File: src/rtl/fm_seq_pkg.sv
`default_nettype none
// ============================================================================
// Module      : fm_seq_pkg
// Description : Shared types, widths and helpers for the fundamental-mode
//               input sequencer.
// Revision    : 1.0 - initial release
// ============================================================================
package fm_seq_pkg;

  localparam int X_WIDTH    = 2;
  localparam int Z_WIDTH    = 2;
  localparam int MIN_SETTLE = 3;

  typedef enum logic [1:0] {
    IDLE   = 2'd0,
    STEP   = 2'd1,
    SETTLE = 2'd2,
    RESP   = 2'd3
  } state_t;

  // One move toward the target: flip the lowest-index differing bit only,
  // so the async machine never sees a multi-bit input change.
  function automatic logic [X_WIDTH-1:0] next_step(
    input logic [X_WIDTH-1:0] cur,
    input logic [X_WIDTH-1:0] tgt
  );
    logic [X_WIDTH-1:0] diff;
    diff = cur ^ tgt;
    if (diff[0]) begin
      next_step = cur ^ 2'b01;
    end else if (diff[1]) begin
      next_step = cur ^ 2'b10;
    end else begin
      next_step = cur;
    end
  endfunction

endpackage
`default_nettype wire

File: src/rtl/sync_ff.sv
`default_nettype none
// ============================================================================
// Module      : sync_ff
// Description : Width/depth parameterised flop synchroniser, async low reset.
// Revision    : 1.0 - initial release
// ============================================================================
module sync_ff #(
  parameter int WIDTH  = 2,
  parameter int STAGES = 2
) (
  input  logic             clk,
  input  logic             rst_n,
  input  logic [WIDTH-1:0] d,
  output logic [WIDTH-1:0] q
);

  if (STAGES < 1) begin : g_bad_stages
    $error("sync_ff: STAGES must be at least 1");
  end

  logic [WIDTH-1:0] stage_q [STAGES];
  logic [WIDTH-1:0] stage_d [STAGES];

  // Shift chain: stage 0 captures the raw input, each later stage the one before.
  always_comb begin
    stage_d[0] = d;
    for (int i = 1; i < STAGES; i++) begin
      stage_d[i] = stage_q[i-1];
    end
  end

  // Synchroniser flops, cleared asynchronously.
  always_ff @(posedge clk or negedge rst_n) begin
    if (!rst_n) begin
      for (int i = 0; i < STAGES; i++) begin
        stage_q[i] <= '0;
      end
    end else begin
      for (int i = 0; i < STAGES; i++) begin
        stage_q[i] <= stage_d[i];
      end
    end
  end

  assign q = stage_q[STAGES-1];

endmodule
`default_nettype wire

File: src/rtl/fm_input_sequencer.sv
`default_nettype none
// ============================================================================
// Module      : fm_input_sequencer
// Description : Walks the input of a fundamental-mode async machine toward a
//               requested vector one bit at a time, settling after each
//               change, then returns the synchronised output sample.
// Revision    : 1.0 - initial release
// ============================================================================
module fm_input_sequencer
  import fm_seq_pkg::*;
#(
  parameter int SETTLE_CYCLES = 4,
  parameter int SYNC_STAGES   = 2
) (
  input  logic               clk,
  input  logic               rst_n,
  input  logic               req_valid,
  output logic               req_ready,
  input  logic [X_WIDTH-1:0] req_x,
  output logic [X_WIDTH-1:0] x_drv,
  input  logic [Z_WIDTH-1:0] z_in,
  output logic               rsp_valid,
  input  logic               rsp_ready,
  output logic [Z_WIDTH-1:0] rsp_z,
  output logic [1:0]         rsp_steps,
  output logic               busy
);

  // The settle window must outlast the synchroniser latency.
  if (SETTLE_CYCLES < MIN_SETTLE) begin : g_bad_settle
    $error("fm_input_sequencer: SETTLE_CYCLES must be >= %0d", MIN_SETTLE);
  end

  localparam int CNT_W = $clog2(SETTLE_CYCLES + 1);

  state_t             state_q,     state_d;
  logic [X_WIDTH-1:0] x_drv_q,     x_drv_d;
  logic [X_WIDTH-1:0] tgt_q,       tgt_d;
  logic [1:0]         steps_q,     steps_d;
  logic [CNT_W-1:0]   cnt_q,       cnt_d;
  logic               rsp_valid_q, rsp_valid_d;
  logic [Z_WIDTH-1:0] rsp_z_q,     rsp_z_d;
  logic [1:0]         rsp_steps_q, rsp_steps_d;
  logic [Z_WIDTH-1:0] z_sync;

  sync_ff #(
    .WIDTH  (Z_WIDTH),
    .STAGES (SYNC_STAGES)
  ) u_z_sync (
    .clk   (clk),
    .rst_n (rst_n),
    .d     (z_in),
    .q     (z_sync)
  );

  // Next-state and datapath updates; every register holds unless a state acts.
  always_comb begin
    state_d     = state_q;
    x_drv_d     = x_drv_q;
    tgt_d       = tgt_q;
    steps_d     = steps_q;
    cnt_d       = cnt_q;
    rsp_valid_d = rsp_valid_q;
    rsp_z_d     = rsp_z_q;
    rsp_steps_d = rsp_steps_q;
    case (state_q)
      IDLE: begin
        if (req_valid) begin
          tgt_d   = req_x;
          steps_d = 2'd0;
          state_d = STEP;
        end
      end
      STEP: begin
        if (x_drv_q == tgt_q) begin
          rsp_z_d     = z_sync;
          rsp_steps_d = steps_q;
          rsp_valid_d = 1'b1;
          state_d     = RESP;
        end else begin
          x_drv_d = next_step(x_drv_q, tgt_q);
          steps_d = steps_q + 2'd1;
          cnt_d   = CNT_W'(SETTLE_CYCLES);
          state_d = SETTLE;
        end
      end
      SETTLE: begin
        if (cnt_q == CNT_W'(1)) begin
          state_d = STEP;
        end else begin
          cnt_d = cnt_q - CNT_W'(1);
        end
      end
      RESP: begin
        if (rsp_ready) begin
          rsp_valid_d = 1'b0;
          state_d     = IDLE;
        end
      end
      default: state_d = IDLE;
    endcase
  end

  // State and datapath registers; reset aborts any operation in flight.
  always_ff @(posedge clk or negedge rst_n) begin
    if (!rst_n) begin
      state_q     <= IDLE;
      x_drv_q     <= '0;
      tgt_q       <= '0;
      steps_q     <= 2'd0;
      cnt_q       <= '0;
      rsp_valid_q <= 1'b0;
      rsp_z_q     <= '0;
      rsp_steps_q <= 2'd0;
    end else begin
      state_q     <= state_d;
      x_drv_q     <= x_drv_d;
      tgt_q       <= tgt_d;
      steps_q     <= steps_d;
      cnt_q       <= cnt_d;
      rsp_valid_q <= rsp_valid_d;
      rsp_z_q     <= rsp_z_d;
      rsp_steps_q <= rsp_steps_d;
    end
  end

  assign req_ready = (state_q == IDLE);
  assign busy      = ~req_ready;
  assign x_drv     = x_drv_q;
  assign rsp_valid = rsp_valid_q;
  assign rsp_z     = rsp_z_q;
  assign rsp_steps = rsp_steps_q;

endmodule
`default_nettype wire

File: config.mk
export PLATFORM = sky130hd
export DESIGN_NAME = fm_input_sequencer
export DESIGN_NICKNAME = d
export VERILOG_FILES = /design/src/rtl/fm_seq_pkg.sv /design/src/rtl/sync_ff.sv /design/src/rtl/fm_input_sequencer.sv
export SDC_FILE = /design/constraint.sdc
export NUM_CORES = 1
export LEC_CHECK = 0
export ABC_AREA = 1
export BUFFER_PORTS_ARGS = -buffer_cell sky130_fd_sc_hd__buf_4
export CORE_AREA = 4 4 47 49
export CTS_CLUSTER_SIZE = 28
export DETAILED_ROUTE_END_ITERATION = 12
export DIE_AREA = 0 0 51 53
export HOLD_SLACK_MARGIN = 0.05
export PLACE_DENSITY_LB_ADDON = 0.15
export SLEW_MARGIN = 20
export SYNTH_ARGS = -nofsm -noshare
export SYNTH_HDL_FRONTEND = slang
export SYNTH_SLANG_ARGS = --single-unit
File: constraint.sdc
create_clock -name clk -period 1.2 [get_ports clk]
set_input_delay 0.24 -clock clk [delete_from_list [all_inputs] [get_ports clk]]
set_output_delay 0.24 -clock clk [all_outputs]
set_load 0.05 [all_outputs]
* Yosys cells after proc, flatten, opt, wreduce, memory -nomap -nowiden *
Index checks and enable logic that the tools add are counted.

cells by class
  $add $sub $neg = 2
  equality and inequality tests = 11
  multiplexer cells = 15
  bitwise logic cells = 6
  reductions and logical operators = 12

operator list
  operator             number
  $reduce_and 3->1     5
  $ne 2x2->1 const B   6
  $mux 2               5
  $pmux 2 s4           1
  $mux 3               2
  $pmux 3 s2           1
  $reduce_bool 2->1    3
  $not 1->1            5
  $eq 2x2->1 const B   2
  $mux 1               4
  $pmux 2 s2           1
  $reduce_and 2->1     2
  $reduce_and 4->1     1
  $eq 3x1->1 const B   1
  $sub 3x1->3 const B  1
  $add 2x1->2 const B  1
  $eq 2x1->1 const B   1
  $eq 2x2->1           1
  $logic_not 2->1      1
  $pmux 1 s2           1
  $xor 2x2->2          1

storage, ports and cells
  register bits after elaboration = 20
  input port bits = 8
  output and inout port bits = 9
  logic and storage cells = 57

* Depth between registers and ports, before layout *
Gate-level depths: netlist of the first run.

  depth after elaboration = 3
  gate-level depth with buffers = 8
  depth with buffers taken out = 8

* Modules after synthesis *
From an unflattened synthesis of the first run, not the netlist that was laid out.

unflattened totals
  cell total of the unflattened synthesis = 108
  area total of the unflattened synthesis = 927.1 µm²

modules (own cells, without submodules)
  module              instances  cells each  area an instance (µm²)  sequential area each (µm²)
  fm_input_sequencer  1          104         827.0                   400.4
  sync_ff             1          4           100.1                   100.1

* Worst setup path before layout of the first run *
OpenSTA, ideal clock, no wires.

  path kind = register -> register
  start point = register state_q[1]
  end point = register state_q[0]
  library setup time = 0.116 ns
  data arrival time = 1.944 ns
  data required time = 1.084 ns
  setup slack = -0.860 ns
  stages on the path, launching flop included = 7
  buffers on the path = 0
  period minus slack after synthesis = 2.060 ns
  path through = dfrtp_1 -> nor2_1 -> inv_1 -> nor2_1 -> nor2_1 -> nand2_1 -> nand2_1

on the way
  longest elaborated chain between the ends = 3
  elaborated cells between the ends (all ways) = 9
  classes of those cells = 6 x eq/ne; 1 x mux; 2 x reduce/logical

RTL lines
  item                               line                       text
  start, declared                    fm_input_sequencer.sv:36   state_t state_q, state_d;
  start signal, assigned             fm_input_sequencer.sv:116  state_q <= state_d;
  $logic_not 2->1 (*)                --
  named net req_ready                fm_input_sequencer.sv:18   output logic req_ready,
  $ne 2x2->1 (no source line)        --
  $reduce_and 3->1 (no source line)  --

Mark *: on every way through the listed nets, which the timed path passes. The rest lies on a longest branch.
A chain may end at the register's enable or synchronous reset.

* Worst setup path in the final report of the first run *
  start point = register state_q[0]
  end point = output port req_ready

on the way
  longest elaborated chain between the ends = 1

RTL lines
  item             line                       text
  $logic_not 2->1  fm_input_sequencer.sv:127  assign req_ready = (state_q == IDLE);
  end, declared    fm_input_sequencer.sv:18

Every way passes these cells.

==> results of run 1 <==
==> per-layer routing <==
layer / share of wire [%] / global-route usage (%)
met1: 49 / 17.1
met2: 44 / 23.4
met3: 5.2 / 3.94
met4: 2.0 / 8.07
met5: 0 / 0
==> area by class of cell <==
| class | count | area, um^2 | share of cell area (%) |
|---|---|---|---|
| Clock buffer | 3 | 22.5 | 1.86 |
| Clock inverter | 1 | 30.0 | 2.48 |
| Inverter | 19 | 73.8 | 6.09 |
| Multi-Input combinational cell | 68 | 375 | 31.0 |
| Sequential cell | 20 | 504 | 41.6 |
| Tap cell | 27 | 33.8 | 2.79 |
| Timing Repair Buffer | 21 | 173 | 14.2 |
==> timing repair <==
| action | 4_1_cts | 5_1_grt |
|---|---|---|
| hold endpoints to repair | 22 | 0 |
| setup buffers | 2 | 0 |
| endpoints found under the setup margin | 2 | 15 |
| gates resized for setup | 4 | 9 |
| cloned | 0 | 1 |
| hold buffers | 3 | 0 |
==> power by group through the flow <==
stage,combinational [mW],clock (mW),sequential (mW)
floorplan,1.04,0,1.47
global placement,1.77,0,1.15
detailed placement,1.81,0,1.16
CTS,1.92,0.561,1.12
global route,2.28,0.593,1.16
finish,2.04,0.551,1.12
==> state kept, by name (all words and copies together) (netlist names) <==
register and count:
cnt_q 3, rsp_steps 2, rsp_valid 1, rsp_z 2, state_q 2, steps_q 2
tgt_q 2, u_z_sync.q 2, u_z_sync.stage_d 2, x_drv 2
==> worst paths after layout <==
check                                     from            end  slack (ns)  cells after the start
max reg2reg                         state_q[1]     steps_q[0]       -0.03                      6
min in group asynchronous                rst_n   rsp_steps[1]        0.34                      2
min                                   req_x[0]       tgt_q[0]        0.19                      3
min reg2reg                u_z_sync.stage_d[0]  u_z_sync.q[0]        0.36                      0
max in group asynchronous                rst_n       x_drv[0]        0.64                      2
max                                 state_q[0]      req_ready       -0.12                      2
==> stage by stage <==
stage | power (mW) | worst slack, ns
CTS | 3.60 | -0.130
global placement | 2.92 | 0.0519
finish | 3.71 | -0.119
detailed placement | 2.96 | 0.0485
global route | 4.03 | -0.169
floorplan | 2.51 | -0.262
==> worst max-delay path, stage by stage (launching register included) <==
cell	delay [ns]
dfrtp_1	0.43
nor2_4	0.14
buf_4	0.21
==> layout by cell type (no fill, tap or decap), drive strengths merged, types with 3 or more instances in the layout <==
master and n:
buf 18, clkbuf 3, dfrtp 20, dlygate4sd3 3
inv 19, nand2 37, nand3 8, nor2 8
o21ai 6
==> cells in the mapped netlist, types with 2 or more instances <==
cell type,n
ha_1,2
o21ai_0,2
nand3_1,6
a21oi_1,2
nand2_2,2
xnor2_1,2
dfrtp_1,20
inv_1,18
nor2_1,7
nand2_1,34
o21ai_1,4
==> cell families (layout without fill, tap and decap cells) <==
kind of cell               after synthesis  count (layout)  synth area share [%]
AOI/OAI and AO/OA                        9               9                  5.23
xor gates and xnor gates                 2               2                  1.93
buffers and inverters                   19              44                  7.84
adders and majority gates                2               2                  2.75
and+or+nand+nor                         54              55                  27.2
DFF                                     20              20                  55.0
==> results.md, run 1 <==
* Clock root buffer: clkbuf_4
* Hold crit path type: in -> reg
* Drc violations at 0
* RSZ-0062 raised after global routing: true
* Fin Setup TNS at -0.433 ns
* Area Growth Syn to Fin at 33.3%
* Leak pwr at 0.632 nW
* Maximum clock insertion buffer count at 2
* Area after DPL at 1080 um^2
* Crit end category: output port
* Failing checks: setup timing
* Starting DRC count in detailed routing at 11
* CTS Buf Count at 3
* Synth area leaders: dfrtp_1 55%, nand2_1 14%, inv_1 7.4%
* Max-slew violations at 0
* Routed Antenna Nets at 0
* Final Cell Area at 1210 um^2
* Post-synth EDFFs at 0
* Placement row count at 16
* Syn_nets at 116
* Vias at 707
* Max Freq at 0.758 GHz
* PD cells at 3060 nW/um^2
* Critical Path RT at 0.96 ns
* Sw frac at 47.0%
* Fin crit period at 1.32 ns
* NetSw at 1.75 mW
* Comb power frac at 54.9%
* Nets at 143
* Final setup viols at 13
* Placer Congestion at 0.775
* GRT Overall Usage at 14.4%
* Clock-pin transition on the worst setup and hold timing paths at 0.12 ns
* Layout fillers at 155
* IO Pins at 17
* Overflow after GRT at 0
* Synth Area per Inst at 8.58 um^2
* CORE AREA at 1860 um^2
* Crit Path Max Fanout at 3
* Starting Density at 48.9%
* Yosys warnings at 0
* Skew-Pair Late Insertion Delay at 0.30 ns
* Hold Vio Cnt, Final at 0
* Setup WS post-layout at -0.119 ns
* Number of diodes at 0
* Period utilisation layout at 110%
* Vias in the first global route at 728
* Async S/R FF share, synth at 100%
* Sequential fraction of the synthesis area at 55.0%
* CTS tree: yes
* HPWL Detailed at 1.11 mm
* Netlist Area Pre-Place at 910 um^2
* Final core utilization at 65.1%
* Clock sink count at 20
* Synth Flop Type: dfrtp_1
* Cells after DPL at 149
* H-Tree Depth at 1
* Crit start category: flop
* Max-cap violation count at 0
* Status: finished with violations
* First-pass GRT wire length at 2.88 mm
* Quantity of I/O buffers inserted on ports at 16
* Die Ht at 53 um
* Cell variety after synth at 18
* Vias per cell at 4.45
* Clock skew at 0.00498 ns
* Die Wd at 51 um
* Normalized max-slew margin at 80.9%
* Wirelength per Cell at 9.65 um
* Clk pwr share at 14.8%
* Min Hold Slack at 0.185 ns
* DRT Pass-1 Iters at 4
* Largest net degree at the start of global routing at 21
* Synth Register Bits at 20
* Post-Synthesis Cells at 106
* Die area at 2700 um^2
* Post-Layout Cell Count at 159
* Worst-Margin Slew at 0.286 ns
* Initial antenna violation count at 0
* Flop pwr share at 30.2%
* Total wire length at 1.54 mm
* Internal at 1.97 mW
* Setup CP Type: reg -> out
* CP Data Arrival Time at 1.08 ns
* Area leader, netlist: dfrtp_1
* VDD IR-drop max at 0.00163 V
* Top cell type's share of synthesized area at 55.0%
* Share of layout cells above drive strength 1 at 30.3%
Power figures use the tool's default switching activity.
==> run 2: changes to the inputs <==
--- a/config.mk
+++ b/config.mk
@@ -7,10 +7,11 @@
 export LEC_CHECK = 0
 export ABC_AREA = 1
 export BUFFER_PORTS_ARGS = -buffer_cell sky130_fd_sc_hd__buf_4
-export CORE_AREA = 4 4 47 49
+export CORE_AREA = 5 5 48 50
 export CTS_CLUSTER_SIZE = 28
 export DETAILED_ROUTE_END_ITERATION = 12
-export DIE_AREA = 0 0 51 53
+export DIE_AREA = 0 0 53 55
+export GPL_TIMING_DRIVEN = 0
 export HOLD_SLACK_MARGIN = 0.05
 export PLACE_DENSITY_LB_ADDON = 0.15
 export SLEW_MARGIN = 20
==> run 2 against run 1 <==
Against the previous run:
- the run still ends with setup timing left
- first-iteration DRC count fell by 64%
- final area grew 2.4%
- worst setup slack improved by 0.0014 ns
- final cell count up 3.1%
- via count is 7.8% higher
- maximum frequency increased by 0.11%
- critical path depth increased by 1
- sequential power about the same
- clock power fell by 30%
==> results.md, run 2 (synthesis gave the netlist of run 1 again) <==
* Met2 usage at 25.6% (+2.2 points)
* Quantity of I/O buffers inserted on ports at 16 (unchanged)
* First-pass GRT wire length at 2.91 mm (+0.94%)
* Setup CP Type: reg -> out
* Area Growth Syn to Fin at 36.5%
* Number of diodes at 0 (unchanged)
* Failing checks: setup timing
* Hold EP: tgt_q[1]
* Crit-path slowest cell: dfrtp_1
* H-Tree Depth at 1 (unchanged)
* Max Freq at 0.759 GHz (+0.11%)
* Fin crit period at 1.32 ns (-0.00142 ns)
* CP bufs+invs at 2 (+1)
* Critical Path RT at 0.96 ns (about the same)
* Die Ht at 55 um (+3.8%)
* Commonest non-fill, non-tap cell in the layout: nand2_1
* CP Data Arrival Time at 1.08 ns (about the same)
* Hold crit path type: in -> reg
* RSZ-0062 raised after global routing: true
* Die Wd at 53 um (+3.9%)
* Slowest stage delay, CP at 0.43 ns (about the same)
* Crit path cell chain: nor2_4, inv_2, buf_6
* Slack of the worst reg-to-reg path at -0.02 ns (about the same)
* Max FFs per register at 3 (unchanged)
* Overall Power at 3.74 mW (+0.83%)
* Vias in the first global route at 742 (+1.9%)
* Setup WS post-layout at -0.117 ns (+0.00142 ns)
* Drc violations at 0 (unchanged)
* Largest net degree at the start of global routing at 21 (unchanged)
* GRT Overall Usage at 14.2% (-0.22 points)
* CORE AREA at 1860 um^2 (unchanged)
* Worst-Margin Slew at 0.250 ns (-0.0362 ns)
* Layer with the highest usage: met2
* Clock-pin transition on the worst setup and hold timing paths at 0.11 ns (about the same)
* DRT Pass-1 Iters at 3 (-1)
* Placement row count at 16 (unchanged)
* Clock root buffer: clkbuf_4
* Starting Density at 48.9% (unchanged)
* Initial antenna violation count at 0 (unchanged)
* Layout fillers at 163 (+5.2%)
* Reg2Reg Depth at 8 (+2)
* Share of layout cells above drive strength 1 at 34.3% (+4.0 points)
* Final core utilization at 66.7% (+1.5 points)
* Leak pwr at 0.653 nW (+3.2%)
* VDD IR-drop max at 0.00169 V (+3.6%)
* FF/Latch Area at 504 um^2 (unchanged)
* Biggest register: cnt_q
* Max-cap violation count at 0 (unchanged)
* Final setup viols at 11 (-2)
* Status: finished with violations
* Crit start category: flop
* HPWL Detailed at 1.23 mm (+11%)
* Clock skew at 0.00618 ns (+0.00119 ns)
* IO Pins at 17 (unchanged)
* Starting DRC count in detailed routing at 4 (-7)
* Multi-input logic area at 375 um^2 (unchanged)
* Met3 GRT Util at 3.22% (-0.73 points)
* Hold Vio Cnt, Final at 0 (unchanged)
* Period utilisation layout at 110% (-0.12 points)
* Maximum clock insertion buffer count at 2 (unchanged)
* Skew-Pair Late Insertion Delay at 0.30 ns (about the same)
* Overflow after GRT at 0 (unchanged)
* Routed Antenna Nets at 0 (unchanged)
* Clock sink count at 20 (unchanged)
* Die area at 2920 um^2 (+7.8%)
* Placer Congestion at 0.727 (-6.2%)
* Total wire length at 1.81 mm (+18%)
* Vias per cell at 4.65 (+4.5%)
* Worst min-delay path startpoint: req_x[1]
* CTS Buf Count at 3 (unchanged)
* Max-slew violations at 0 (unchanged)
* Vias at 762 (+7.8%)
* Min-Delay Path Depth at 3 (unchanged)
* GR Util met1 at 14.9% (-2.2 points)
* CP top delay family: flip-flops
* Wirelength per Cell at 11.0 um (+14%)
* PD cells at 3020 nW/um^2 (-1.5%)
* Crit end category: output port
* RR Endpoint: steps_q[0]
* Commonest cells after routing, fill and taps aside: 30 x nand2_1, 19 x buf_4, 17 x dfrtp_1
* Normalized max-slew margin at 83.4% (+2.5 points)
* Reg2reg start: state_q[0]
* CTS tree: yes
* Nets at 148 (+3.5%)
* Crit Path Max Fanout at 3 (unchanged)
-- run 2: how the worst max path moves through the flow --
stage / start / endpoint / slack [ns] / depth (start not counted)
CTS: state_q[1] / req_ready / -0.13 / 2
floorplan: state_q[1] / state_q[0] / -0.26 / 6
global route: state_q[0] / busy / -0.18 / 3
global placement: state_q[0] / steps_q[1] / 0.07 / 5
detailed placement: x_drv[1] / steps_q[0] / 0.02 / 8
finish: state_q[0] / busy / -0.12 / 3
-- run 2: layout make-up --
class	instances	area share (%)
tap	27	2.72
timing repair buffer	26	17.5
clock buffer	4	2.92
sequential	20	40.6
multi-input combinational	68	30.2
inverter	19	5.95
-- run 2: where the power goes --
group          switching, mW  total, mW  internal, mW  leakage, nW
sequential             0.188       1.12         0.936        0.241
clock                  0.198      0.383         0.185       0.0210
combinational           1.41       2.23         0.828        0.391
total                   1.79       3.74          1.95        0.653
-- run 2: per-layer routing --
layer / share of wire (%) / vias to the layer above
met4: 2.9 / 0
met3: 5.2 / 6
met5: 0 / -
li1: - / 389
met2: 50 / 17
met1: 42 / 350
-- run 2: worst min-delay path, delay by kind of cell --
kind / cells / cell delay (ns)
buffers and inverters: 1 / 0.08
and+or+nand+nor: 1 / 0.03
AOI/OAI and AO/OA: 1 / 0.10
-- run 2: metrics by stage --
stage	hold WS (ns)	cells	setup slack (ns)	instance area, um^2	TNS, ns
3_5_place_dp	0.131	149	0.0183	1080	0
4_1_cts	0.177	159	-0.134	1170	-0.321
5_1_grt	0.182	164	-0.175	1240	-1.01
3_3_place_gp	0.130	149	0.0655	1080	0
2_1_floorplan	-0.0556	106	-0.262	922	-0.488
6_report	0.181	164	-0.117	1240	-0.287
-- run 2: timing repair --
item,4_1_cts,5_1_grt
cloned,0,1
resized for setup,4,13
endpoints found under the setup margin,2,18
setup buffers,3,4
hold buffers,3,0
hold endpoints to repair,22,0
pin swaps,1,4
